<file path="config.mk">
export PLATFORM = sky130hd
export DESIGN_NAME = mc_seq
export DESIGN_NICKNAME = d
export VERILOG_FILES = /design/src/rtl/mc_seq.sv
export SDC_FILE = /design/constraint.sdc
export NUM_CORES = 1
export LEC_CHECK = 0
export ABC_AREA = 1
export ABC_CLOCK_PERIOD_IN_PS = 2300
export CAP_MARGIN = 20
export CORE_ASPECT_RATIO = 1.5
export CORE_UTILIZATION = 40
export CTS_CLUSTER_SIZE = 30
export DETAILED_ROUTE_END_ITERATION = 7
export PLACE_DENSITY_LB_ADDON = 0.05
export SYNTH_ARGS = -nofsm -noshare
export SYNTH_HDL_FRONTEND = slang
export SYNTH_SLANG_ARGS = --single-unit
</file>
<file path="constraint.sdc">
create_clock -name clk -period 2.3 [get_ports clk]
set_input_delay 0.46 -clock clk [delete_from_list [all_inputs] [get_ports clk]]
set_output_delay 0.46 -clock clk [all_outputs]
set_load 0.005 [all_outputs]
</file>
<file path="src/rtl/mc_seq.sv">
// rtl/mc_seq.sv - multi-cycle instruction sequencer between ctrl decode and datapath
// Steps FETCH/DECODE/EXEC/MEM/WB with bounded memory waits and single-retire write strobes.
module mc_seq #(
    parameter int MEM_WAIT_MAX = 15,
    parameter int CNT_W        = 32
) (
    input  logic             clk,
    input  logic             rst,
    input  logic             run,
    output logic             imem_req,
    input  logic             imem_rdy,
    output logic             dmem_req,
    input  logic             dmem_rdy,
    input  logic             RFWr_i,
    input  logic             DMWr_i,
    input  logic             ld_i,
    input  logic             nop_i,
    input  logic             except_i,
    output logic             IRWr,
    output logic             PCWr,
    output logic             RFWr,
    output logic             DMWr,
    output logic             mem_fault,
    output logic [2:0]       state,
    output logic [CNT_W-1:0] instr_cnt
);

    typedef enum logic [2:0] {
        S_IDLE   = 3'd0,
        S_FETCH  = 3'd1,
        S_DECODE = 3'd2,
        S_EXEC   = 3'd3,
        S_MEM    = 3'd4,
        S_WB     = 3'd5,
        S_FAULT  = 3'd6
    } st_t;

    localparam int            WW        = $clog2(MEM_WAIT_MAX + 2);
    localparam logic [WW-1:0] WAIT_LAST = WW'(MEM_WAIT_MAX);

    st_t               st;
    st_t               st_nxt;
    logic [WW-1:0]     wait_cnt;
    logic [CNT_W-1:0]  cnt_q;
    logic              fault_q;
    logic              retire;
    logic              timeout;

    assign state     = st;
    assign instr_cnt = cnt_q;
    assign mem_fault = fault_q;
    assign timeout   = (wait_cnt == WAIT_LAST);

    // Strobes are decoded from the current state and this cycle's handshakes,
    // so IRWr/PCWr land in the same cycle the rdy or retire decision is made.
    always_comb begin
        st_nxt   = st;
        retire   = 1'b0;
        imem_req = 1'b0;
        dmem_req = 1'b0;
        IRWr     = 1'b0;
        RFWr     = 1'b0;
        DMWr     = 1'b0;
        case (st)
            S_IDLE: begin
                if (run) st_nxt = S_FETCH;
            end
            S_FETCH: begin
                imem_req = 1'b1;
                if (imem_rdy) begin
                    IRWr   = 1'b1;
                    st_nxt = S_DECODE;
                end else if (timeout) begin
                    st_nxt = S_FAULT;
                end
            end
            S_DECODE: st_nxt = S_EXEC;
            S_EXEC: begin
                if (except_i)            st_nxt = S_FAULT;
                else if (nop_i)          retire = 1'b1;
                else if (ld_i || DMWr_i) st_nxt = S_MEM;
                else if (RFWr_i)         st_nxt = S_WB;
                else                     retire = 1'b1;
            end
            S_MEM: begin
                dmem_req = 1'b1;
                DMWr     = DMWr_i;
                if (dmem_rdy) begin
                    if (ld_i) st_nxt = S_WB;
                    else      retire = 1'b1;
                end else if (timeout) begin
                    st_nxt = S_FAULT;
                end
            end
            S_WB: begin
                RFWr   = 1'b1;
                retire = 1'b1;
            end
            S_FAULT: st_nxt = S_FAULT;
            default: st_nxt = S_FAULT;
        endcase
        if (retire) st_nxt = run ? S_FETCH : S_IDLE;
        PCWr = retire;
    end

    always_ff @(posedge clk) begin
        if (rst) begin
            st       <= S_IDLE;
            wait_cnt <= '0;
            cnt_q    <= '0;
            fault_q  <= 1'b0;
        end else begin
            st <= st_nxt;
            // Any state change restarts the wait window; only a stalled FETCH/MEM advances it.
            if (st_nxt == st && (st == S_FETCH || st == S_MEM))
                wait_cnt <= wait_cnt + WW'(1);
            else
                wait_cnt <= '0;
            if (retire) cnt_q <= cnt_q + CNT_W'(1);
            if (st_nxt == S_FAULT) fault_q <= 1'b1;
        end
    end

endmodule
</file>
* After elaboration in Yosys (flattened, before gate mapping)
Cells that the tools add are included.
** Cells by class
- Reduce and logical (&&, ||, !) cells :: 5
- Equality and inequality tests :: 8
- Muxes and demuxes :: 25
- Bitwise gates (word level) :: 1
- Add/subtract/negate cells :: 2
** Operators by type and width (number)
- 32-bit by 1-bit adder with 32-bit output (second input constant) :: 1
- 3-bit 2-to-1 mux :: 10
- 3-bit case mux with 6 select lines :: 1
- 1-bit 2-to-1 mux :: 13
- 3-bit == test (second input constant) :: 3
- 3-bit by 2-bit == test with 1-bit output (second input constant) :: 2
- 5-bit by 1-bit adder with 5-bit output (second input constant) :: 1
- 5-bit by 4-bit == test with 1-bit output (second input constant) :: 1
- 3-bit by 1-bit == test with 1-bit output (second input constant) :: 1
- 3-bit == test :: 1
- 3-bit logical NOT :: 1
- 1-bit case mux with 3 select lines :: 1
- 1-bit logical OR :: 2
- 2-bit OR reduction :: 1
- 1-bit logical AND :: 1
- 1-bit inverter :: 1
** Storage, ports and cells
- Register bits after elaboration :: 41
- Input bits :: 10
- Output and inout port bits :: 42
- Logic and storage cells :: 45

* Depth between registers and ports, before layout
- Depth after elaboration :: 10
- Mapped depth :: 14
- Mapped depth without buffers :: 14

* Worst setup path after synthesis
No wires, ideal clock.
- Path kind :: reg-to-reg
- From :: reg wait_cnt[0]
- To :: reg wait_cnt[2]
- Clock period less this slack :: 1600 ps
- Data required time :: 2184 ps
- Slack :: 700 ps
- Buffers on the path :: 0
- Cell stages (with the launch flop) :: 13
- Data arrival time :: 1484 ps
- Library setup time :: 116 ps
- Cells stage by stage :: dfxtp_1 ha_1 and3_1 ha_1 inv_1 nor3_1 nor2_1 nand2_1 nand2_1 o21bai_1 inv_1 nand3_2 nor2_1
** On the way
- Word-level cells in the longest chain between the ends :: 9
- Elaborated cells on any way between the ends :: 11
- Those cells by class :: add/sub (1); eq/ne (2); mux (5); bitwise (1); reduce/logical (2)
** Ends and longest elaborated chain
- from (decl) :: line 43 : logic [WW-1:0] wait_cnt;
- from (signal assigned) :: line 116 : wait_cnt <= wait_cnt + WW'(1);
- 5-bit by 4-bit == test with 1-bit output :: line 52 : assign timeout = (wait_cnt == WAIT_LAST);
- 3-bit 2-to-1 mux :: line 73, 91
- 3-bit 2-to-1 mux (on tied branches) :: line 88, 70
- 3-bit case mux with 6 select lines :: line 64 : case (st)
- 3-bit 2-to-1 mux :: line 102 : if (retire) st_nxt = run ? S_FETCH : S_IDLE;
- 3-bit == test :: line 115 : if (st_nxt == st && (st == S_FETCH || st == S_MEM))
- 1-bit logical AND :: line 115
- 1-bit inverter (no source line)
- 2-bit OR reduction (no source line)
Several ways; a longest one is shown, not always the timed one.
A chain may end at the register's enable or synchronous reset.

* Worst setup path after layout
- From :: reg st[1], in the netlist state[1]
- To :: out IRWr
** On the way
- Word-level cells in the longest chain between the ends :: 2
** Ends and longest elaborated chain
- from (decl) :: line 41 : st_t st;
- from (signal assigned) :: line 113 : st <= st_nxt;
- 3-bit by 1-bit == test with 1-bit output :: line 64
- 1-bit 2-to-1 mux :: line 64
- to (decl) :: line 19 : output logic IRWr,
No other way between the ends.

==> flow_summary.toml <==
[power]
clockPowerShare_pct = 45.0
p_seq_share_pct = 46.7
p_int_mw = 1.21
p_sw_mw = 0.339
leakagePower_nw = 1.16
p_sw_share_pct = 21.9
powerDensity_nw_per_um2 = 477
vdd_ir_drop_max_mv = 0.279
p_comb_share_pct = 8.3

[timing]
finalHoldViolations = 0
rsz0062_at_grt = "false"
min_period_over_period_pct = 93.2
tightestPinTransition_ns = 0.478
setup_violations = 0
worst_slack_ns = 0.155
max_slew_margin_pct = 67.9
fin_crit_ns = 2.14
clock.fmax_mhz = 466
drv_slew = 0
fin_tns_setup_ns = 0
fin_skew_ns = 0.00813

[synthesis]
synth.area.top_cells = "dfxtp_1 (33%), nand2_1 (15%), inv_1 (7.9%)"
yosysMostFrequentCell = "nand2_1"
synth_common_cells = "nand2_1 (97), inv_1 (52), nor2_1 (47), dfxtp_1 (41), a21oi_1 (29)"
synth_area_um2 = 2480
async_flop_share_pct = 0
synthCells = 389
synth_nets = 402
synth-warning-count = 0
seq_area_frac_synth_pct = 33.1
dominantRegCellSynth = "dfxtp_1"
synth_top_area_share_pct = 33.1
syn_avg_cell_area_um2 = 6.38
yosysUniqueCellTypes = 36
ys_ff_latch = 41
synth_edf_count = 0
synth_area_leader_cell = "dfxtp_1"

[finish]
nets = 461
drive_above_1_share_pct = 9.58
n_antenna_cell = 0
final_area_um2 = 3250
synthToLayoutAreaGrowth_pct = 31.1

[worst_hold_path]
min_path_cells = 1
min_from = "wait_cnt[0]"
worst_hold_path.endpoint = "wait_cnt[0]"
hold_class = "flip-flop to flip-flop"

[route]
drt_wl_total_um = 6620
dr.pass1.iters = 4
drt.antenna.violating_nets = 0
drt_iter0_markers = 107
routed_via_density = 5.01
vias = 2612
drc = 0
post_drt_wl_per_cell_um = 12.7

[global_routing]
grt_start_max_net_pins = 21
grt_pass1_wl_um = 11200
grt_overflow = 0
grt_usage_pct = 22.0
grt_pass1_vias = 2565
antenna_found_initial = 0

[floorplanning]
core_um2 = 5870
initial_core_util_pct = 42.3
num_rows = 34
die_h_um = 98.5
die-area_um2 = 6530
die_w_um = 66.3
io_pins = 52

[setup_path]
cp-start-kind = "flip-flop"
slowest_stage = "clkdlybuf4s50_1"
crit_path_end_kind = "output port"
r2r_cells = 10
reg2reg_slack_ns = 0.42
path_cells = "inv_1 -> nand2_1 -> nor2_4 -> inv_2 -> nor2_1 -> clkdlybuf4s50_1"
worstSetupPathType = "flip-flop to output port"
reg2reg_from = "instr_cnt[0]"
path_max_fanout = 7
reg2reg_to = "instr_cnt[22]"
crit_required_ns = 1.84
cp.arrival_ns = 1.68
slowest_delay_ns = 0.51

[job]
drv_cap = 0

[place]
dp_slack_ns = -0.0182
gp_congestion = 0.886
place_area_um2 = 3100
detailed_place_hpwl_um = 5170
port_buffers = 51

[outcome]
outcome = "finished, final reports clean"

[clocking]
htree_levels = 2
hold_buffers = 0
cts-buffers-inserted = 5
max-clock-path-buffers = 2
cts_tree = "yes"
cts.sinks = 41
clk_pin_slew_worst_paths_ns = 0.08
cts-root-buf = "clkbuf_8"
worstSkewPairLatency_ns = 0.30
## power by group through the flow
stage | Sequential (mW) | Combinational [mW] | Clock (mW)
after global routing | 0.726 | 0.144 | 0.751
final | 0.725 | 0.129 | 0.698
after CTS | 0.725 | 0.128 | 0.721
after floorplan | 0.739 | 0.0719 | 0
after detailed placement | 0.741 | 0.127 | 0
after global placement | 0.741 | 0.127 | 0
## worst max-delay path, delay by kind of cell (launching register included)
kind | cells | cell delay (ns)
buffers and inverters | 3 | 0.65
DFF | 1 | 0.38
and+or+nand+nor | 3 | 0.36
## sequential cells by signal, indices dropped and copies added (netlist names)
register / cells
instr_cnt: 32
wait_cnt: 5
state: 3
mem_fault: 1
## cells by family (layout without fill, tap and decap cells)
group,after synthesis,count (layout),share of synthesized area (%)
flip-flops,41,41,33.1
AND/OR/NAND/NOR,218,218,40.1
buffers and inverters,65,125,10.8
XOR/XNOR,9,9,3.18
adder cells (fa/ha/maj),3,3,1.51
AO/OA/AOI/OAI,53,53,11.3
## layout make-up
cell class / instances / area, um^2
inverter: 57 / 214
fill: 612 / 2620
multi-input combinational: 283 / 1410
clock inverter: 3 / 68.8
tap: 72 / 90.1
sequential: 41 / 822
clock buffer: 5 / 68.8
timing repair buffer: 60 / 583
## routing by layer
| layer | wire, um | vias up | track usage [%] |
|---|---|---|---|
| li1 | - | 1366 | - |
| met1 | 2720 | 1164 | 23.0 |
| met2 | 3420 | 63 | 41.0 |
| met3 | 254 | 19 | 3.70 |
| met4 | 214 | 0 | 10.3 |
| met5 | 0 | - | 0 |
## per-stage QoR
step	hold WS (ns)	util, %	power, mW	instances
detailed placement	0.441	52.7	0.869	513
global route	0.483	55.4	1.62	521
finish	0.454	55.4	1.55	521
global placement	0.434	52.7	0.868	513
floorplan	0.418	-	0.810	389
CTS	0.461	55.1	1.57	521
## worst max-delay path by stage
stage	startpoint	end	slack (ns)	depth (start not counted)
floorplan	wait_cnt[0]	wait_cnt[2]	0.70	12
global placement	ld_i	PCWr	-0.006	7
detailed placement	ld_i	PCWr	-0.02	7
CTS	ld_i	PCWr	0.005	7
global route	state[1]	IRWr	0.02	6
finish	state[1]	IRWr	0.16	6
## cells in the final DEF, fill, tap and decap left out, types with 4 or more instances in the layout
cell,n
inv_2,4
nor2_1,46
buf_4,9
nand3_1,22
nor3_1,23
o21ai_1,5
dfxtp_1,40
nand3b_1,4
inv_1,52
nand2_2,4
xor2_1,7
a21oi_1,29
nor2_2,6
o21ai_0,13
nand2_1,95
nand4_1,4
clkdlybuf4s50_1,49
clkbuf_8,5
## timing repair
item                       4_1_cts  5_1_grt
setup endpoints to repair        1        2
buffers inserted                 0        0
pin swaps                        1        0
gates resized for setup          1        6
No activity file was read; power rests on OpenSTA's default activity.
